**src/rtl/davinci_outfifo_packer_if.sv**
```systemverilog
// rtl/davinci_outfifo_packer_if.sv - packed-beat output stream between packer and host
interface davinci_outfifo_packer_if #(
  parameter int DATA_WIDTH = 16,
  parameter int PACK       = 2
);
  logic [PACK*DATA_WIDTH-1:0] m_data;
  logic [PACK-1:0]            m_keep;
  logic                       m_last;
  logic                       m_valid;
  logic                       m_ready;

  modport master (output m_data, output m_keep, output m_last, output m_valid, input m_ready);
  modport slave  (input m_data, input m_keep, input m_last, input m_valid, output m_ready);
endinterface

```
**src/rtl/davinci_outfifo_packer.sv**
```systemverilog
// rtl/davinci_outfifo_packer.sv - packs DA-VinCi FIFO-out words into wide beats behind a FWFT FIFO
module davinci_outfifo_packer #(
  parameter int DATA_WIDTH   = 16,
  parameter int ATTRIB_WIDTH = 2,
  parameter int EOV_BIT      = 0,
  parameter int PACK         = 2,
  parameter int DEPTH        = 16
) (
  input  logic                      clk,
  input  logic                      reset,
  input  logic [DATA_WIDTH-1:0]     dataIn,
  input  logic [ATTRIB_WIDTH-1:0]   attribIn,
  input  logic                      dataInValid,
  davinci_outfifo_packer_if.master  m,
  output logic [$clog2(DEPTH):0]    level,
  output logic [$clog2(DEPTH):0]    pendingVectors,
  output logic                      overflow,
  input  logic                      clearOverflow
);
  localparam int LW  = (PACK > 1) ? $clog2(PACK) : 1;
  localparam int AW  = $clog2(DEPTH);
  localparam int LVW = AW + 1;
  localparam int BW  = PACK * DATA_WIDTH;
  localparam logic [LW-1:0]  LANE_MAX = LW'(PACK - 1);
  localparam logic [LVW-1:0] DEPTH_L  = LVW'(DEPTH);

  logic [LW-1:0]  lane_q, lane_d;
  logic [BW-1:0]  pack_q, pack_d;
  logic [PACK-1:0] keep_q, keep_d;
  logic [AW-1:0]  wr_ptr_q, wr_ptr_d, rd_ptr_q, rd_ptr_d;
  logic [LVW-1:0] level_q, level_d, pend_q, pend_d;
  logic           ovf_q, ovf_d;

  logic [BW-1:0]   mem_data [DEPTH];
  logic [PACK-1:0] mem_keep [DEPTH];
  logic            mem_last [DEPTH];

  logic [BW-1:0]   beat_data;
  logic [PACK-1:0] beat_keep;
  logic            beat_last, complete, pop, push_ok, head_last;

  // Incoming word merged into the partial pack; unfilled lanes stay zero.
  always_comb begin
    beat_data = pack_q;
    beat_keep = keep_q;
    for (int i = 0; i < PACK; i++) begin
      if (lane_q == LW'(i)) begin
        beat_data[i*DATA_WIDTH +: DATA_WIDTH] = dataIn;
        beat_keep[i] = 1'b1;
      end
    end
  end

  assign beat_last = attribIn[EOV_BIT];
  assign complete  = dataInValid && ((lane_q == LANE_MAX) || beat_last);
  assign head_last = mem_last[rd_ptr_q];
  assign pop       = (level_q != '0) && m.m_ready;
  assign push_ok   = complete && ((level_q < DEPTH_L) || pop);

  always_comb begin
    lane_d   = lane_q;
    pack_d   = pack_q;
    keep_d   = keep_q;
    wr_ptr_d = wr_ptr_q;
    rd_ptr_d = rd_ptr_q;
    level_d  = level_q;
    pend_d   = pend_q;
    ovf_d    = ovf_q;

    if (complete) begin
      lane_d = '0;
      pack_d = '0;
      keep_d = '0;
    end else if (dataInValid) begin
      lane_d = lane_q + 1'b1;
      pack_d = beat_data;
      keep_d = beat_keep;
    end

    if (push_ok) wr_ptr_d = wr_ptr_q + 1'b1;
    if (pop)     rd_ptr_d = rd_ptr_q + 1'b1;

    case ({push_ok, pop})
      2'b10:   level_d = level_q + 1'b1;
      2'b01:   level_d = level_q - 1'b1;
      default: level_d = level_q;
    endcase

    case ({push_ok && beat_last, pop && head_last})
      2'b10:   pend_d = pend_q + 1'b1;
      2'b01:   pend_d = pend_q - 1'b1;
      default: pend_d = pend_q;
    endcase

    // A drop in the same cycle as a clear keeps the flag set.
    if (complete && !push_ok) ovf_d = 1'b1;
    else if (clearOverflow)   ovf_d = 1'b0;
  end

  always_ff @(posedge clk) begin
    if (reset) begin
      lane_q   <= '0;
      pack_q   <= '0;
      keep_q   <= '0;
      wr_ptr_q <= '0;
      rd_ptr_q <= '0;
      level_q  <= '0;
      pend_q   <= '0;
      ovf_q    <= 1'b0;
    end else begin
      lane_q   <= lane_d;
      pack_q   <= pack_d;
      keep_q   <= keep_d;
      wr_ptr_q <= wr_ptr_d;
      rd_ptr_q <= rd_ptr_d;
      level_q  <= level_d;
      pend_q   <= pend_d;
      ovf_q    <= ovf_d;
    end
  end

  always_ff @(posedge clk) begin
    if (!reset && push_ok) begin
      mem_data[wr_ptr_q] <= beat_data;
      mem_keep[wr_ptr_q] <= beat_keep;
      mem_last[wr_ptr_q] <= beat_last;
    end
  end

  assign m.m_data       = mem_data[rd_ptr_q];
  assign m.m_keep       = mem_keep[rd_ptr_q];
  assign m.m_last       = head_last;
  assign m.m_valid      = (level_q != '0);
  assign level          = level_q;
  assign pendingVectors = pend_q;
  assign overflow       = ovf_q;
endmodule
```
**src/flat_wrapper.sv**
```systemverilog
// flat-port wrapper written by rule: the top's interface ports become plain ports
module davinci_outfifo_packer_flat 
#(
  parameter int DATA_WIDTH   = 16,
  parameter int ATTRIB_WIDTH = 2,
  parameter int EOV_BIT      = 0,
  parameter int PACK         = 2,
  parameter int DEPTH        = 16
)
  (clk, reset, dataIn, attribIn, dataInValid, level, pendingVectors, overflow, clearOverflow, m_m_data, m_m_keep, m_m_last, m_m_valid, m_m_ready);
  davinci_outfifo_packer_if #(.DATA_WIDTH(DATA_WIDTH), .PACK(PACK)) m_i ();
  input  logic clk;
  input  logic reset;
  input  logic [DATA_WIDTH-1:0] dataIn;
  input  logic [ATTRIB_WIDTH-1:0] attribIn;
  input  logic dataInValid;
  output logic [$clog2(DEPTH):0] level;
  output logic [$clog2(DEPTH):0] pendingVectors;
  output logic overflow;
  input  logic clearOverflow;
  output wire logic [$bits(m_i.m_data)-1:0] m_m_data;
  output wire logic [$bits(m_i.m_keep)-1:0] m_m_keep;
  output wire logic [$bits(m_i.m_last)-1:0] m_m_last;
  output wire logic [$bits(m_i.m_valid)-1:0] m_m_valid;
  input wire logic [$bits(m_i.m_ready)-1:0] m_m_ready;
  assign m_m_data = m_i.m_data;
  assign m_m_keep = m_i.m_keep;
  assign m_m_last = m_i.m_last;
  assign m_m_valid = m_i.m_valid;
  assign m_i.m_ready = m_m_ready;
  davinci_outfifo_packer #(.DATA_WIDTH(DATA_WIDTH), .ATTRIB_WIDTH(ATTRIB_WIDTH), .EOV_BIT(EOV_BIT), .PACK(PACK), .DEPTH(DEPTH)) u_core (.clk(clk), .reset(reset), .dataIn(dataIn), .attribIn(attribIn), .dataInValid(dataInValid), .m(m_i), .level(level), .pendingVectors(pendingVectors), .overflow(overflow), .clearOverflow(clearOverflow));
endmodule
```
**config.mk**
```make
export PLATFORM = sky130hd
export DESIGN_NAME = davinci_outfifo_packer_flat
export DESIGN_NICKNAME = d
export VERILOG_FILES = /design/src/rtl/davinci_outfifo_packer_if.sv /design/src/rtl/davinci_outfifo_packer.sv /design/src/flat_wrapper.sv
export SDC_FILE = /design/constraint.sdc
export NUM_CORES = 1
export LEC_CHECK = 0
export CORE_MARGIN = 4
export CORE_UTILIZATION = 61
export DETAILED_ROUTE_END_ITERATION = 8
export PLACE_DENSITY = 0.85
export SYNTH_ARGS = -nofsm -noshare
export SYNTH_HDL_FRONTEND = slang
export SYNTH_SLANG_ARGS = --single-unit
```
**constraint.sdc**
```tcl
create_clock -name clk -period 5.7 [get_ports clk]
set_input_delay 1.71 -clock clk [delete_from_list [all_inputs] [get_ports clk]]
set_output_delay 1.71 -clock clk [all_outputs]
set_load 0.05 [all_outputs]
```
==> qor.csv, run 1 <==
metric,value,unit
outcome,"complete, no violations",
CTS resizes,0,
post-synth top area cell,edfxtp_1,
Comb power frac,16.2,%
row count,72,
worst-path cell chain,and2_2 -> buf_4 -> a22oi_1 -> nand2_1 -> clkdlybuf4s50_1,
"Setup Fix Bufs, Post-CTS",0,
FF-to-FF path depth,10,
Mapped Nets,1234,
post-route setup slack,0.554,ns
Crit Reg-Reg Endpoint,u_core.pendingVectors[4],
critical path data arrival time,3.44,ns
drt total wl,54100,um
worst hold path type,reg -> reg,
Place WS,0.895,ns
Worst setup EP type,output port,
clock sinks,618,
RSZ-0062 raised after global routing,false,
setup TNS,0,ns
Seq pwr share,47.9,%
cell with the most instances after synthesis,edfxtp_1,
design area,27200,um^2
Slowest Stage Delay on Critical Path,0.85,ns
DP Cell Count,1749,
critical path type,reg -> out,
Die ar.,42200,um^2
"Distinct cells, synth",38,
worst path bufs/invs,2,
ys async rst share,0,%
P_sw,2.72,mW
internal power,7.95,mW
Final Util,70.6,%
Inserted Diodes,0,
CTS tree,done,
Max Freq,0.194,GHz
I/O pin total,70,
proportion of layout cells with a drive suffix above 1,24.1,%
Die X-Extent,205,um
total chip power,10.7,mW
Crit path depth,5,
Crit Path Max Fanout,14,
clk_lat worst skew,0.59,ns
Vert. Die Dim,205,um
post-detail-place hpwl,28500,um
top cell family by delay on the critical path,buffers and inverters,
Hold Path Stages,2,
antenna violations before repair,0,
GR Overflow Total,0,
RD Place Congestion,0.762,
CTS Buf Count,57,
DRC Markers,0,
I/O Buffers,68,
area post-placement,25300,um^2
Final Setup Violations,0,
Slew HR,6.66,%
post-synthesis cell area,23800,um^2
first-pass GRT wire length,81200,um
sequential area share after synthesis,75.6,%
First-pass DRT Iterations,6,
Worst VDD drop,0.000390,V
syn_area_per_cell,19.9,um^2
hold path endpoint,u_core.keep_q[1],
WL per Instance,29.2,um
slew at the pin closest to its max-slew limit,1.40,ns
slowest cell on the critical path,clkdlybuf4s50_1,
synthesis-to-layout area growth,14.5,%
#FFs+latches synth,618,
"Hold Vio Cnt, Final",0,
"top cells by area, synth","edfxtp_1 71%, mux4_2 13%, dfxtp_1 4.9%",
Yosys warning count,0,
GRT Resource Usage Total,26.2,%
clock skew,0.0105,ns
fin crit period,5.15,ns
Syn Inst Count,1196,
Clock Power Share,35.9,%
hold path start,u_core.keep_q[1],
cts hold-fix bufs,0,
Final Net Count,1328,
number of synthesized flops with an enable pin,560,
hold slack,0.450,ns
Cell Pwr Density,392,nW/um^2
Vias/cell,6.67,
DR vias,12381,
commonest register cell after synthesis,edfxtp_1,
"top cells by count, synth","560 x edfxtp_1, 140 x mux4_2, 74 x nand2_1",
largest net degree at the start of global routing,53,
vias in the first global route,12682,
Root Buffer,clkbuf_16,
initial core utilization,61.7,%
final cell count without fillers,1855,
period utilization,90.3,%
top cell type's share of synthesized area,70.7,%
ANT nets after route,0,
Max Transition Viols Final,0,
"reg-to-reg slack, setup",2.33,ns
H-tree depth,2,
Startpoint Class,register,
sw frac,25.5,%
number of DRC markers in iteration 0,1647,
total core area,38600,um^2
Leak,8.68,nW
Crit path required time,3.99,ns
clk slew on worst S/H paths,0.06,ns
max-cap violations,0,
CTS max path bufs,3,
==> sequential cells by signal, indices dropped and copies added, names as in the netlist, named ones only <==
| register | cells |
|---|---|
| u_core.rd_ptr_q | 4 |
| u_core.lane_q | 1 |
| u_core.overflow | 1 |
| u_core.mem_data | 512 |
| u_core.keep_q | 2 |
| u_core.wr_ptr_q | 4 |
| u_core.pendingVectors | 5 |
| u_core.mem_last | 16 |
| u_core.level | 5 |
| u_core.pack_q | 32 |
| u_core.mem_keep | 32 |
==> tightest hold or removal path, cell delays in order (launching register included) <==
cell and delay, ns:
dfxtp_1 0.32, inv_1 0.05, nor2_1 0.04
==> area by class of cell <==
class	instances	area [um^2]
clock inverters	38	363
repair buffers	103	1120
flip-flops and latches	618	18000
well taps	518	648
inverters	9	33.8
clock buffers	68	1510
multi-input cells	501	5560
fillers	2219	11300
==> layout by cell type (no fill, tap or decap), types with 8 or more instances in the layout <==
master,n
clkinv_2,18
clkbuf_16,59
mux2_2,33
nand2_1,74
mux4_2,140
a21oi_1,30
buf_12,14
o21ai_0,17
a22oi_1,68
dfxtp_1,55
edfxtp_1,560
buf_4,21
ha_1,13
nor2_1,50
clkdlybuf4s50_1,68
inv_1,9
nor2_4,13
clkinv_1,10
clkbuf_1,9
nand2b_1,8
==> logic make-up after synthesis <==
| family | Yosys count | synth area share (%) |
|---|---|---|
| AO/OA/AOI/OAI | 125 | 3.46 |
| XOR/XNOR | 10 | 0.368 |
| adder cells (fa/ha/maj) | 15 | 0.853 |
| buffers and inverters | 77 | 1.56 |
| flip-flops | 618 | 75.6 |
| multiplexers | 177 | 15.0 |
| AND/OR/NAND/NOR | 174 | 3.15 |
==> power by group through the flow <==
stage	sequential [mW]	combinational [mW]	clock, mW
finish	5.11	1.73	3.83
floorplan	5.22	1.25	0
global route	5.12	1.85	4.07
global placement	5.20	1.69	0
CTS	5.11	1.75	3.86
detailed placement	5.20	1.72	0
==> layer usage <==
layer  track usage (%)  wire length, um  vias up  part of all wire (%)
met5                 0                0        -                     0
met4              7.56             1390        0                   2.6
met3              4.51             5000      109                   9.3
met2              43.2            27400      782                    51
met1              37.2            20300     6450                    38
li1                  -                -     5040                     -
==> worst max path at each step <==
| stage | endpoint | slack [ns] | from |
|---|---|---|---|
| global placement | u_core.level[4] | 0.98 | attribIn[0] |
| detailed placement | u_core.level[4] | 0.89 | attribIn[0] |
| floorplan | u_core.mem_data[3][0] | 0.38 | reset |
| global route | m_m_data[24] | 0.40 | register |
| finish | m_m_data[24] | 0.55 | register |
| CTS | m_m_data[24] | 0.54 | register |
(Power assumes the default switching activity.)
==> run 2: changes to the inputs <==
CELL_PAD_IN_SITES_DETAIL_PLACEMENT = 0   (was unset)
CELL_PAD_IN_SITES_GLOBAL_PLACEMENT = 1   (was unset)
CORE_UTILIZATION = 54   (was 61)
==> run 2 against run 1 <==
  * Final cell count up 4.2%
  * Maximum frequency decreased by 2.0%
  * Register-to-register slack worse by 0.06 ns
  * Setup slack lost 0.11 ns
  * Total power is essentially flat
  * Highest routed layer unchanged
  * Clock power is essentially flat
  * Via count down 4.3%
  * Critical path type unchanged
==> qor.csv, run 2 (synthesis gave the netlist of run 1 again) <==
metric,value,unit,change
CTS max path bufs,3,,unchanged
worst hold path type,reg -> reg,,
Final Net Count,1335,,+0.53%
Cell Pwr Density,391,nW/um^2,-0.37%
Die ar.,47400,um^2,+12%
clk_lat worst skew,0.63,ns,+0.04 ns
internal power,7.95,mW,about the same
design area,27300,um^2,+0.45%
leading registers by flop count,"u_core.mem_data (512), u_core.mem_keep (32), u_core.pack_q (32)",,
Worst setup EP type,output port,,
"Setup Fix Bufs, Post-CTS",0,,unchanged
Die X-Extent,218,um,+6.0%
Startpoint Class,register,,
"commonest non-fill, non-tap cell in the layout",edfxtp_1,,
largest net degree at the start of global routing,45,,-15%
outcome,"complete, no violations",,
clk slew on worst S/H paths,0.06,ns,about the same
drt total wl,52000,um,-3.9%
"commonest cells after routing, fill and taps aside","560 x edfxtp_1, 140 x mux4_2, 74 x nand2_1, 68 x a22oi_1, 68 x clkdlybuf4s50_1",,
Crit Path Max Fanout,24,,+10
first-pass GRT wire length,77800,um,-4.2%
fill count,2942,,+33%
H-tree depth,2,,unchanged
CTS resizes,0,,unchanged
P_sw,2.73,mW,+0.24%
total core area,43300,um^2,+12%
period utilization,92.2,%,+1.9 points
slew at the pin closest to its max-slew limit,1.11,ns,-0.285 ns
First-pass DRT Iterations,5,,-1
WL per Instance,26.9,um,-7.8%
antenna violations before repair,0,,unchanged
ANT nets after route,0,,unchanged
Crit path required time,3.99,ns,about the same
Final Setup Violations,0,,unchanged
DR vias,11848,,-4.3%
clock skew,0.0278,ns,+0.0173 ns
critical path data arrival time,3.54,ns,+0.10 ns
DP Cell Count,1821,,+4.1%
Leak,8.72,nW,+0.45%
cts hold-fix bufs,0,,unchanged
Inserted Diodes,0,,unchanged
CTS Buf Count,59,,+3.5%
post-detail-place hpwl,27300,um,-4.2%
initial core utilization,55.0,%,-6.7 points
Vias/cell,6.13,,-8.2%
synthesis-to-layout area growth,15.0,%,
CTS tree,done,,
sw frac,25.5,%,+0.040 points
Max Transition Viols Final,0,,unchanged
Max Freq,0.190,GHz,-2.0%
Root Buffer,clkbuf_16,,
most flop-heavy register,u_core.mem_data,,
Comb power frac,16.1,%,about the same
RSZ-0062 raised after global routing,false,,
I/O Buffers,68,,unchanged
proportion of layout cells with a drive suffix above 1,24.4,%,+0.32 points
max FFs per register,512,,unchanged
Slew HR,25.7,%,+19 points
DRC Markers,0,,unchanged
GRT Resource Usage Total,22.2,%,-4.0 points
row count,76,,+5.6%
max-cap violations,0,,unchanged
fin crit period,5.25,ns,+0.107 ns
critical path type,reg -> out,,
clock sinks,618,,unchanged
setup TNS,0,ns,unchanged
vias in the first global route,12109,,-4.5%
Clock Power Share,36.1,%,+0.2 points
number of DRC markers in iteration 0,1618,,-1.8%
RD Place Congestion,0.722,,-5.3%
"Hold Vio Cnt, Final",0,,unchanged
final cell count without fillers,1933,,+4.2%
total chip power,10.7,mW,about the same
Worst VDD drop,0.000290,V,-26%
area post-placement,25400,um^2,+0.28%
Seq pwr share,47.8,%,about the same
GR Overflow Total,0,,unchanged
I/O pin total,70,,unchanged
Vert. Die Dim,218,um,+6.0%
[run 2: layout make-up]
type | instances | area (um^2) | share of cell area, %
clock buffer | 72 | 1550 | 5.65
clock inverter | 40 | 380 | 1.39
inverter | 9 | 33.8 | 0.124
multi-input combinational | 501 | 5560 | 20.3
sequential | 618 | 18000 | 65.8
tap | 585 | 732 | 2.68
timing repair buffer | 108 | 1110 | 4.05
[run 2: worst paths after layout]
path                                  startpoint                  endpoint  slack, ns  cells after the start
worst max-delay path                    register               m_m_data[1]       0.45                      5
worst min-delay path            u_core.keep_q[1]          u_core.keep_q[1]       0.43                      2
worst max register to register          register  u_core.pendingVectors[4]       2.27                     10
worst min register to register  u_core.keep_q[1]          u_core.keep_q[1]       0.43                      2
[run 2: layer usage]
| layer | track usage, % | up-vias | share of wire, % |
|---|---|---|---|
| li1 | - | 5066 | - |
| met1 | 32.5 | 6173 | 41 |
| met2 | 35.3 | 524 | 49 |
| met3 | 4.60 | 85 | 8.4 |
| met4 | 4.91 | 0 | 1.8 |
| met5 | 0 | - | 0 |
[run 2: power groups by stage]
stage	logic, mW	clock network, mW	registers, mW
floorplan	1.25	0	5.22
CTS	1.74	3.93	5.10
global placement	1.71	0	5.20
finish	1.72	3.86	5.10
global route	1.84	4.12	5.11
detailed placement	1.74	0	5.20
[run 2: worst max-delay path, stage by stage, from the launching register on]
cell and delay (ns):
dfxtp_1 0.58, nor2b_4 0.97, buf_4 0.32, a22oi_1 0.11, nand2_1 0.12, clkdlybuf4s50_1 0.81
[run 2: through the flow]
stage	utilization [%]	hold slack (ns)	setup WS, ns
after floorplan	-	0.403	0.376
after global placement	58.7	0.419	0.983
after detailed placement	58.7	0.421	0.921
after CTS	63.2	0.430	0.433
after global routing	63.2	0.452	0.280
final	63.2	0.429	0.447
